--- src/rtl/vga_sync_gen_if.sv ---
// Pixel-timing bundle between the sync generator and the colour stage / VGA pins.
// master = sync generator, slave = colour stage and pin-side consumer.
interface vga_sync_gen_if;
    logic [7:0] rgb_in;
    logic [9:0] xCoord;
    logic [9:0] yCoord;
    logic       video_on;
    logic       pixel_tick;
    logic       frame_tick;
    logic       hsync;
    logic       vsync;
    logic [7:0] rgb_out;

    modport master (
        input  rgb_in,
        output xCoord, yCoord, video_on, pixel_tick, frame_tick,
               hsync, vsync, rgb_out
    );

    modport slave (
        output rgb_in,
        input  xCoord, yCoord, video_on, pixel_tick, frame_tick,
               hsync, vsync, rgb_out
    );
endinterface

--- src/rtl/vga_sync_gen.sv ---
// VGA timing front end: pixel-rate divider, h/v counters, registered sync and blanked colour.
// Latency: hsync/vsync/rgb_out lag xCoord/yCoord by one pixel; free-running, no backpressure.
module vga_sync_gen #(
    parameter int CLK_DIV   = 4,
    parameter int H_VISIBLE = 640,
    parameter int H_FRONT   = 16,
    parameter int H_SYNC    = 96,
    parameter int H_BACK    = 48,
    parameter int V_VISIBLE = 480,
    parameter int V_FRONT   = 10,
    parameter int V_SYNC    = 2,
    parameter int V_BACK    = 33
) (
    input  logic           clk,
    input  logic           rst_n,
    vga_sync_gen_if.master vga
);
    localparam int H_TOTAL  = H_VISIBLE + H_FRONT + H_SYNC + H_BACK;
    localparam int V_TOTAL  = V_VISIBLE + V_FRONT + V_SYNC + V_BACK;
    localparam int HS_FIRST = H_VISIBLE + H_FRONT;
    localparam int HS_LAST  = HS_FIRST + H_SYNC - 1;
    localparam int VS_FIRST = V_VISIBLE + V_FRONT;
    localparam int VS_LAST  = VS_FIRST + V_SYNC - 1;
    localparam int DIV_W    = (CLK_DIV > 1) ? $clog2(CLK_DIV) : 1;

    logic [DIV_W-1:0] div;
    logic [9:0]       h_count;
    logic [9:0]       v_count;
    logic             pixel_tick;
    logic             h_last;
    logic             v_last;
    logic             video_on;
    logic             hs_active;
    logic             vs_active;
    logic             hsync_q;
    logic             vsync_q;
    logic [7:0]       rgb_q;

    // With CLK_DIV = 1 div never leaves 0, so the tick is permanently high.
    assign pixel_tick = (div == DIV_W'(CLK_DIV - 1));
    assign h_last     = (h_count == 10'(H_TOTAL - 1));
    assign v_last     = (v_count == 10'(V_TOTAL - 1));
    assign video_on   = (h_count < 10'(H_VISIBLE)) && (v_count < 10'(V_VISIBLE));
    assign hs_active  = (h_count >= 10'(HS_FIRST)) && (h_count <= 10'(HS_LAST));
    assign vs_active  = (v_count >= 10'(VS_FIRST)) && (v_count <= 10'(VS_LAST));

    always_ff @(posedge clk) begin
        if (!rst_n) begin
            div <= '0;
        end else if (pixel_tick) begin
            div <= '0;
        end else begin
            div <= div + DIV_W'(1);
        end
    end

    always_ff @(posedge clk) begin
        if (!rst_n) begin
            h_count <= '0;
            v_count <= '0;
        end else if (pixel_tick) begin
            h_count <= h_last ? 10'd0 : h_count + 10'd1;
            if (h_last) begin
                v_count <= v_last ? 10'd0 : v_count + 10'd1;
            end
        end
    end

    // Output stage samples the pixel that is ending, giving a one-pixel pipeline.
    always_ff @(posedge clk) begin
        if (!rst_n) begin
            hsync_q <= 1'b1;
            vsync_q <= 1'b1;
            rgb_q   <= 8'h00;
        end else if (pixel_tick) begin
            hsync_q <= !hs_active;
            vsync_q <= !vs_active;
            rgb_q   <= video_on ? vga.rgb_in : 8'h00;
        end
    end

    assign vga.xCoord     = h_count;
    assign vga.yCoord     = v_count;
    assign vga.video_on   = video_on;
    assign vga.pixel_tick = pixel_tick;
    assign vga.frame_tick = pixel_tick & h_last & v_last;
    assign vga.hsync      = hsync_q;
    assign vga.vsync      = vsync_q;
    assign vga.rgb_out    = rgb_q;
endmodule
--- src/flat_wrapper.sv ---
// flat-port wrapper written by rule: the top's interface ports become plain ports
module vga_sync_gen_flat 
#(
    parameter int CLK_DIV   = 4,
    parameter int H_VISIBLE = 640,
    parameter int H_FRONT   = 16,
    parameter int H_SYNC    = 96,
    parameter int H_BACK    = 48,
    parameter int V_VISIBLE = 480,
    parameter int V_FRONT   = 10,
    parameter int V_SYNC    = 2,
    parameter int V_BACK    = 33
)
  (clk, rst_n, vga_rgb_in, vga_xCoord, vga_yCoord, vga_video_on, vga_pixel_tick, vga_frame_tick, vga_hsync, vga_vsync, vga_rgb_out);
  vga_sync_gen_if vga_i ();
  input  logic clk;
  input  logic rst_n;
  input wire logic [$bits(vga_i.rgb_in)-1:0] vga_rgb_in;
  output wire logic [$bits(vga_i.xCoord)-1:0] vga_xCoord;
  output wire logic [$bits(vga_i.yCoord)-1:0] vga_yCoord;
  output wire logic [$bits(vga_i.video_on)-1:0] vga_video_on;
  output wire logic [$bits(vga_i.pixel_tick)-1:0] vga_pixel_tick;
  output wire logic [$bits(vga_i.frame_tick)-1:0] vga_frame_tick;
  output wire logic [$bits(vga_i.hsync)-1:0] vga_hsync;
  output wire logic [$bits(vga_i.vsync)-1:0] vga_vsync;
  output wire logic [$bits(vga_i.rgb_out)-1:0] vga_rgb_out;
  assign vga_i.rgb_in = vga_rgb_in;
  assign vga_xCoord = vga_i.xCoord;
  assign vga_yCoord = vga_i.yCoord;
  assign vga_video_on = vga_i.video_on;
  assign vga_pixel_tick = vga_i.pixel_tick;
  assign vga_frame_tick = vga_i.frame_tick;
  assign vga_hsync = vga_i.hsync;
  assign vga_vsync = vga_i.vsync;
  assign vga_rgb_out = vga_i.rgb_out;
  vga_sync_gen #(.CLK_DIV(CLK_DIV), .H_VISIBLE(H_VISIBLE), .H_FRONT(H_FRONT), .H_SYNC(H_SYNC), .H_BACK(H_BACK), .V_VISIBLE(V_VISIBLE), .V_FRONT(V_FRONT), .V_SYNC(V_SYNC), .V_BACK(V_BACK)) u_core (.clk(clk), .rst_n(rst_n), .vga(vga_i));
endmodule
--- config.mk ---
export PLATFORM = sky130hd
export DESIGN_NAME = vga_sync_gen_flat
export DESIGN_NICKNAME = d
export VERILOG_FILES = /design/src/rtl/vga_sync_gen_if.sv /design/src/rtl/vga_sync_gen.sv /design/src/flat_wrapper.sv
export SDC_FILE = /design/constraint.sdc
export NUM_CORES = 1
export LEC_CHECK = 0
export CAP_MARGIN = 5
export CORE_ASPECT_RATIO = 1.75
export CORE_MARGIN = 2
export CORE_UTILIZATION = 50
export CTS_CLUSTER_DIAMETER = 60
export DETAILED_ROUTE_END_ITERATION = 8
export GPL_ROUTABILITY_DRIVEN = 0
export PLACE_DENSITY = 0.84
export SLEW_MARGIN = 30
export SYNTH_ARGS = -nofsm -noshare
export SYNTH_HDL_FRONTEND = slang
export SYNTH_SLANG_ARGS = --single-unit
--- constraint.sdc ---
create_clock -name clk -period 3.1 [get_ports clk]
set_input_delay 0.31 -clock clk [delete_from_list [all_inputs] [get_ports clk]]
set_output_delay 0.31 -clock clk [all_outputs]
set_load 0.05 [all_outputs]
# Yosys cells after proc, flatten, opt, wreduce, memory -nomap -nowiden
# Index checks and enable logic that the tools add are counted.
# op_classes
addsub	3
order_cmp	6
n_eq_ne	3
n_mux	3
bitwise_logic	3
reduce_logical	7
# op_table
op	count
10-bit by 1-bit adder with 10-bit output (second input constant)	2
10-bit equality test (second input constant)	2
10-bit two-way mux	2
10-bit >= comparator (second input constant)	1
10-bit by 9-bit >= comparator with 1-bit output (second input constant)	1
10-bit <= comparator (second input constant)	1
10-bit by 9-bit <= comparator with 1-bit output (second input constant)	1
10-bit less-than comparator (second input constant)	1
10-bit by 9-bit less-than comparator with 1-bit output (second input constant)	1
8-bit two-way mux	1
1-bit logical AND	3
2-bit by 1-bit adder with 2-bit output (second input constant)	1
1-bit bitwise AND	2
2-bit equality test (second input constant)	1
1-bit logical NOT	2
2-bit AND reduction	1
2-bit OR reduction	1
1-bit NOT	1
# totals
ff_bits	32
input_bits	10
output_inout_bits	33
wordCells	31

# Logic depth before layout (Yosys ltp)
# depth
ltp_word	3
depth_mapped	6
mapped_depth_nobuf	6

# Worst setup path after synthesis
# No wires, ideal clock.
# synth_path
path_kind	register -> output
from	reg u_core.h_count[0], in the netlist u_core.vga.xCoord[0]
to	out vga_frame_tick
arrival_time_ps	2677
required_ps	2790
slack_ps	113
stages_incl_launch_ff	6
n_path_buf	1
cell_sequence	dfxtp_1 ha_1 and3_1 nand4_2 buf_2 nor3_1
# synth_via
elab_chain_cells	3
# synth_lines
item	line_no	text
start: declaration	vga_sync_gen.sv:27	logic [9:0] h_count;
start signal: assignment	vga_sync_gen.sv:62	h_count <= h_last ? 10'd0 : h_count + 10'd1;
10-bit equality test	vga_sync_gen.sv:41	assign h_last = (h_count == 10'(H_TOTAL - 1));
1-bit bitwise AND (2 in series)	vga_sync_gen.sv:86	assign vga.frame_tick = pixel_tick & h_last & v_last;
end: declaration	flat_wrapper.sv:23	output wire logic [$bits(vga_i.frame_tick)-1:0] vga_frame_tick;
# No other way between the ends.

# Worst setup path in the final report
# layout_path
from	reg u_core.v_count[0], in the netlist u_core.vga.yCoord[0]
to	out vga_frame_tick
# layout_via
elab_chain_cells	2
# layout_lines
item	line_no	text
start: declaration	vga_sync_gen.sv:28	logic [9:0] v_count;
start signal: assignment	vga_sync_gen.sv:64	v_count <= v_last ? 10'd0 : v_count + 10'd1;
10-bit equality test	vga_sync_gen.sv:42	assign v_last = (v_count == 10'(V_TOTAL - 1));
1-bit bitwise AND	vga_sync_gen.sv:86	
# No other way between the ends.

==> key figures <==
Status
  • Run status: completed

Logic synthesis
  • Post-synthesis compound-gate area fraction: a little over an eighth
  • Synthesized cell area: roughly 1500 um^2
  • Number of synthesized register bits: 32
  • Register area share after synthesis: 43.7%
  • Post-Synth Simple-Gate Area: 27.1%
  • Synthesis Warnings: 0
  • Mux contribution to synthesized area: less than 1%
  • Syn_area_per_cell: 9.40 um^2
  • Post-synth top flop: dfxtp_1
  • Synth unique cells: 40
  • Synth Net Count: roughly 170
  • Xor-xnor portion of the synthesized cell area: under 10%
  • Largest family of logic cells by synthesized area: simple AND/OR/NAND/NOR gates
  • Share of flip-flops with an asynchronous set or reset: 0%
  • Syn Inst Count: between 150 and 200
  • Post-synthesis adder-cell area fraction: around 4.3%
  • Number of flops mapped to enable cells by yosys: 0

STA
  • Setup TNS: 0 ps
  • Setup violators final: 0
  • Hold Violations, Final: 0
  • RSZ-0062 raised after global routing: no
  • Final period utilization: between 90% and 100%
  • Final slew viol count: 0
  • Slew HR: a little under half
  • Fmax: between 300 and 400 MHz
  • Minimum clock period after layout: 2820 ps
  • Slew @ Worst Pin: around 820 ps
  • Hold_ws: between 400 and 500 ps
  • Layout Skew: roughly 11 ps

Power and ir drop
  • Comb power frac: 8.1%
  • P_int: just under 700 uW
  • Sequential power share: a little under half
  • Clk pwr share: ~44%
  • Maximum vdd drop: 0.332 mV
  • Psw: just under 200 uW
  • Sw Ratio: roughly 22%
  • Leak: ~0.0007 uW
  • Cell Pwr Density: 441 nW/um^2
  • Overall power: about 890 uW

Placed design
  • Port Buffer Count: 42
  • Dpl hpwl: 2680 um

Cells and area
  • Layout fillers: 245
  • Layout cells sized above 1: under 10%
  • Sequential Area: between 600 and 700 um^2
  • Area of the multi-input gates: ~770 um^2
  • Area grow syn2layout: 36.9%
  • Fin nets: 215
  • Ant diodes: 0
  • Highest-count cells in the layout ignoring fill and taps: clkdlybuf4s50_1 (42), dfxtp_1 (32), nand2_1 (12)
  • Most common cell after layout, fill and taps aside: clkdlybuf4s50_1

Clock network
  • H-tree depth: 2
  • CTS Buf Count: 5
  • Setup repair bufs after CTS: 0
  • Clk_lat worst skew: around 290 ps
  • Clk sinks: 32
  • CTS Hold Bufs: 0
  • CTS root buffer: clkbuf_8
  • Clock transition at path regs: about 60 ps
  • Max clock buf depth: 2
  • CTS tree: done
  • Resize count post-CTS: 0

GRT
  • Total grt overflow: 0
  • Largest net degree at the start of global routing: 15
  • First-pass GRT wire length: around 5800 um
  • Number of antenna violations at the first check in global routing: 0
  • GRT Total Usage: between 20% and 30%
  • Vias in the first global route: between 1000 and 1500

Die
  • Die Y: 75.6 um
  • I/O Pins: 43
  • Die W: approximately 45 um
  • # rows: 26
  • Core footprint: 2860 um^2
  • Die area: about 3400 um^2
  • Initial Util: roughly half

Route
  • Vias: 1370
  • Vias per cell: approximately 6.0
  • DR iter-0 viols: 33
  • DRC: 0
  • Detailed Routing Iterations Pass 1: 4
  • Routed WL per cell: 16.3 um
  • DRT antenna net count: 0
  • WL final: 3740 um

Worst setup path
  • Kind of critical path: reg -> out
  • Worst EP arrival: about 2500 ps
  • CP Max Fanout: 5
  • Worst path required time: between 2000 and 3000 ps
  • Startpoint Class: flop
  • Setup crit end kind: output port

Run
  • # Max-Cap Violations: 0

Worst hold path
  • Hold WC Path Type: reg -> reg
-- synthesized netlist by cell type, drive strengths merged, types with 3 or more instances --
library cell  count  share of area, %
a21oi             7               2.4
a22o              8               4.8
and2              5               2.1
and3              3               1.3
buf               3               1.5
clkbuf            4               1.0
dfxtp            32                44
ha                5               4.3
inv               6               1.5
nand2            12               3.1
nand3             5               1.7
nand4             7               3.4
nor2             11               2.8
nor3              5               1.7
o21ai             5               1.7
or3               4               1.7
xnor2             9               5.4
-- sequential cells by signal, summed over array words and instances (netlist names) --
| signal | cells |
|---|---|
| u_core.div | 2 |
| u_core.vga.hsync | 1 |
| u_core.vga.rgb_out | 8 |
| u_core.vga.vsync | 1 |
| u_core.vga.xCoord | 10 |
| u_core.vga.yCoord | 10 |
-- stage by stage --
step	utilization, %	worst slack [ps]	instances	instance area, um^2
global placement	66.4	647	221	1900
floorplan	-	113	156	1470
detailed placement	66.4	627	221	1900
finish	70.1	282	229	2010
global route	70.1	187	229	2010
CTS	70.1	298	229	2010
-- kinds of logic after synthesis --
group	after synthesis
buffers and inverters	13
and+or+nand+nor	66
xor gates and xnor gates	11
DFF	32
AOI/OAI and AO/OA	28
muxes	1
adders and majority gates	5
-- critical path, cell delays in order (launching register included) --
cell,delay (ps)
dfxtp_1,340
inv_1,100
ha_1,170
nand4bb_1,100
or4_4,500
nor3_1,170
clkdlybuf4s50_1,830
-- area by class of cell --
type | count | area share, %
Multi-Input combinational cell | 111 | 38.2
Sequential cell | 32 | 31.9
Timing Repair Buffer | 44 | 21.7
Clock buffer | 6 | 3.61
Clock inverter | 2 | 1.74
Tap cell | 28 | 1.74
Inverter | 6 | 1.12
-- per-layer routing --
layer	up-vias	GRT usage, %	share of wire [%]
met3	11	5.92	4.8
met2	50	39.2	56
li1	653	-	-
met4	0	11.4	2.4
met5	-	0	0
met1	656	26.1	37
-- final timing paths --
kind,from,end,slack [ps],cells past startpoint
max,u_core.vga.yCoord[0],vga_frame_tick,280,6
min,u_core.div[0],u_core.div[0],430,1
max reg2reg,u_core.vga.xCoord[0],u_core.vga.yCoord[3],840,6
min reg2reg,u_core.div[0],u_core.div[0],430,1
-- power by group through the flow --
| stage | logic (uW) | clock network [uW] | registers, uW |
|---|---|---|---|
| floorplan | 24.0 | 0 | 452 |
| global placement | 69.3 | 0 | 433 |
| detailed placement | 72.5 | 0 | 434 |
| CTS | 72.8 | 392 | 425 |
| global route | 76.5 | 414 | 426 |
| finish | 72.2 | 389 | 425 |
No activity file was read; power rests on OpenSTA's default activity.
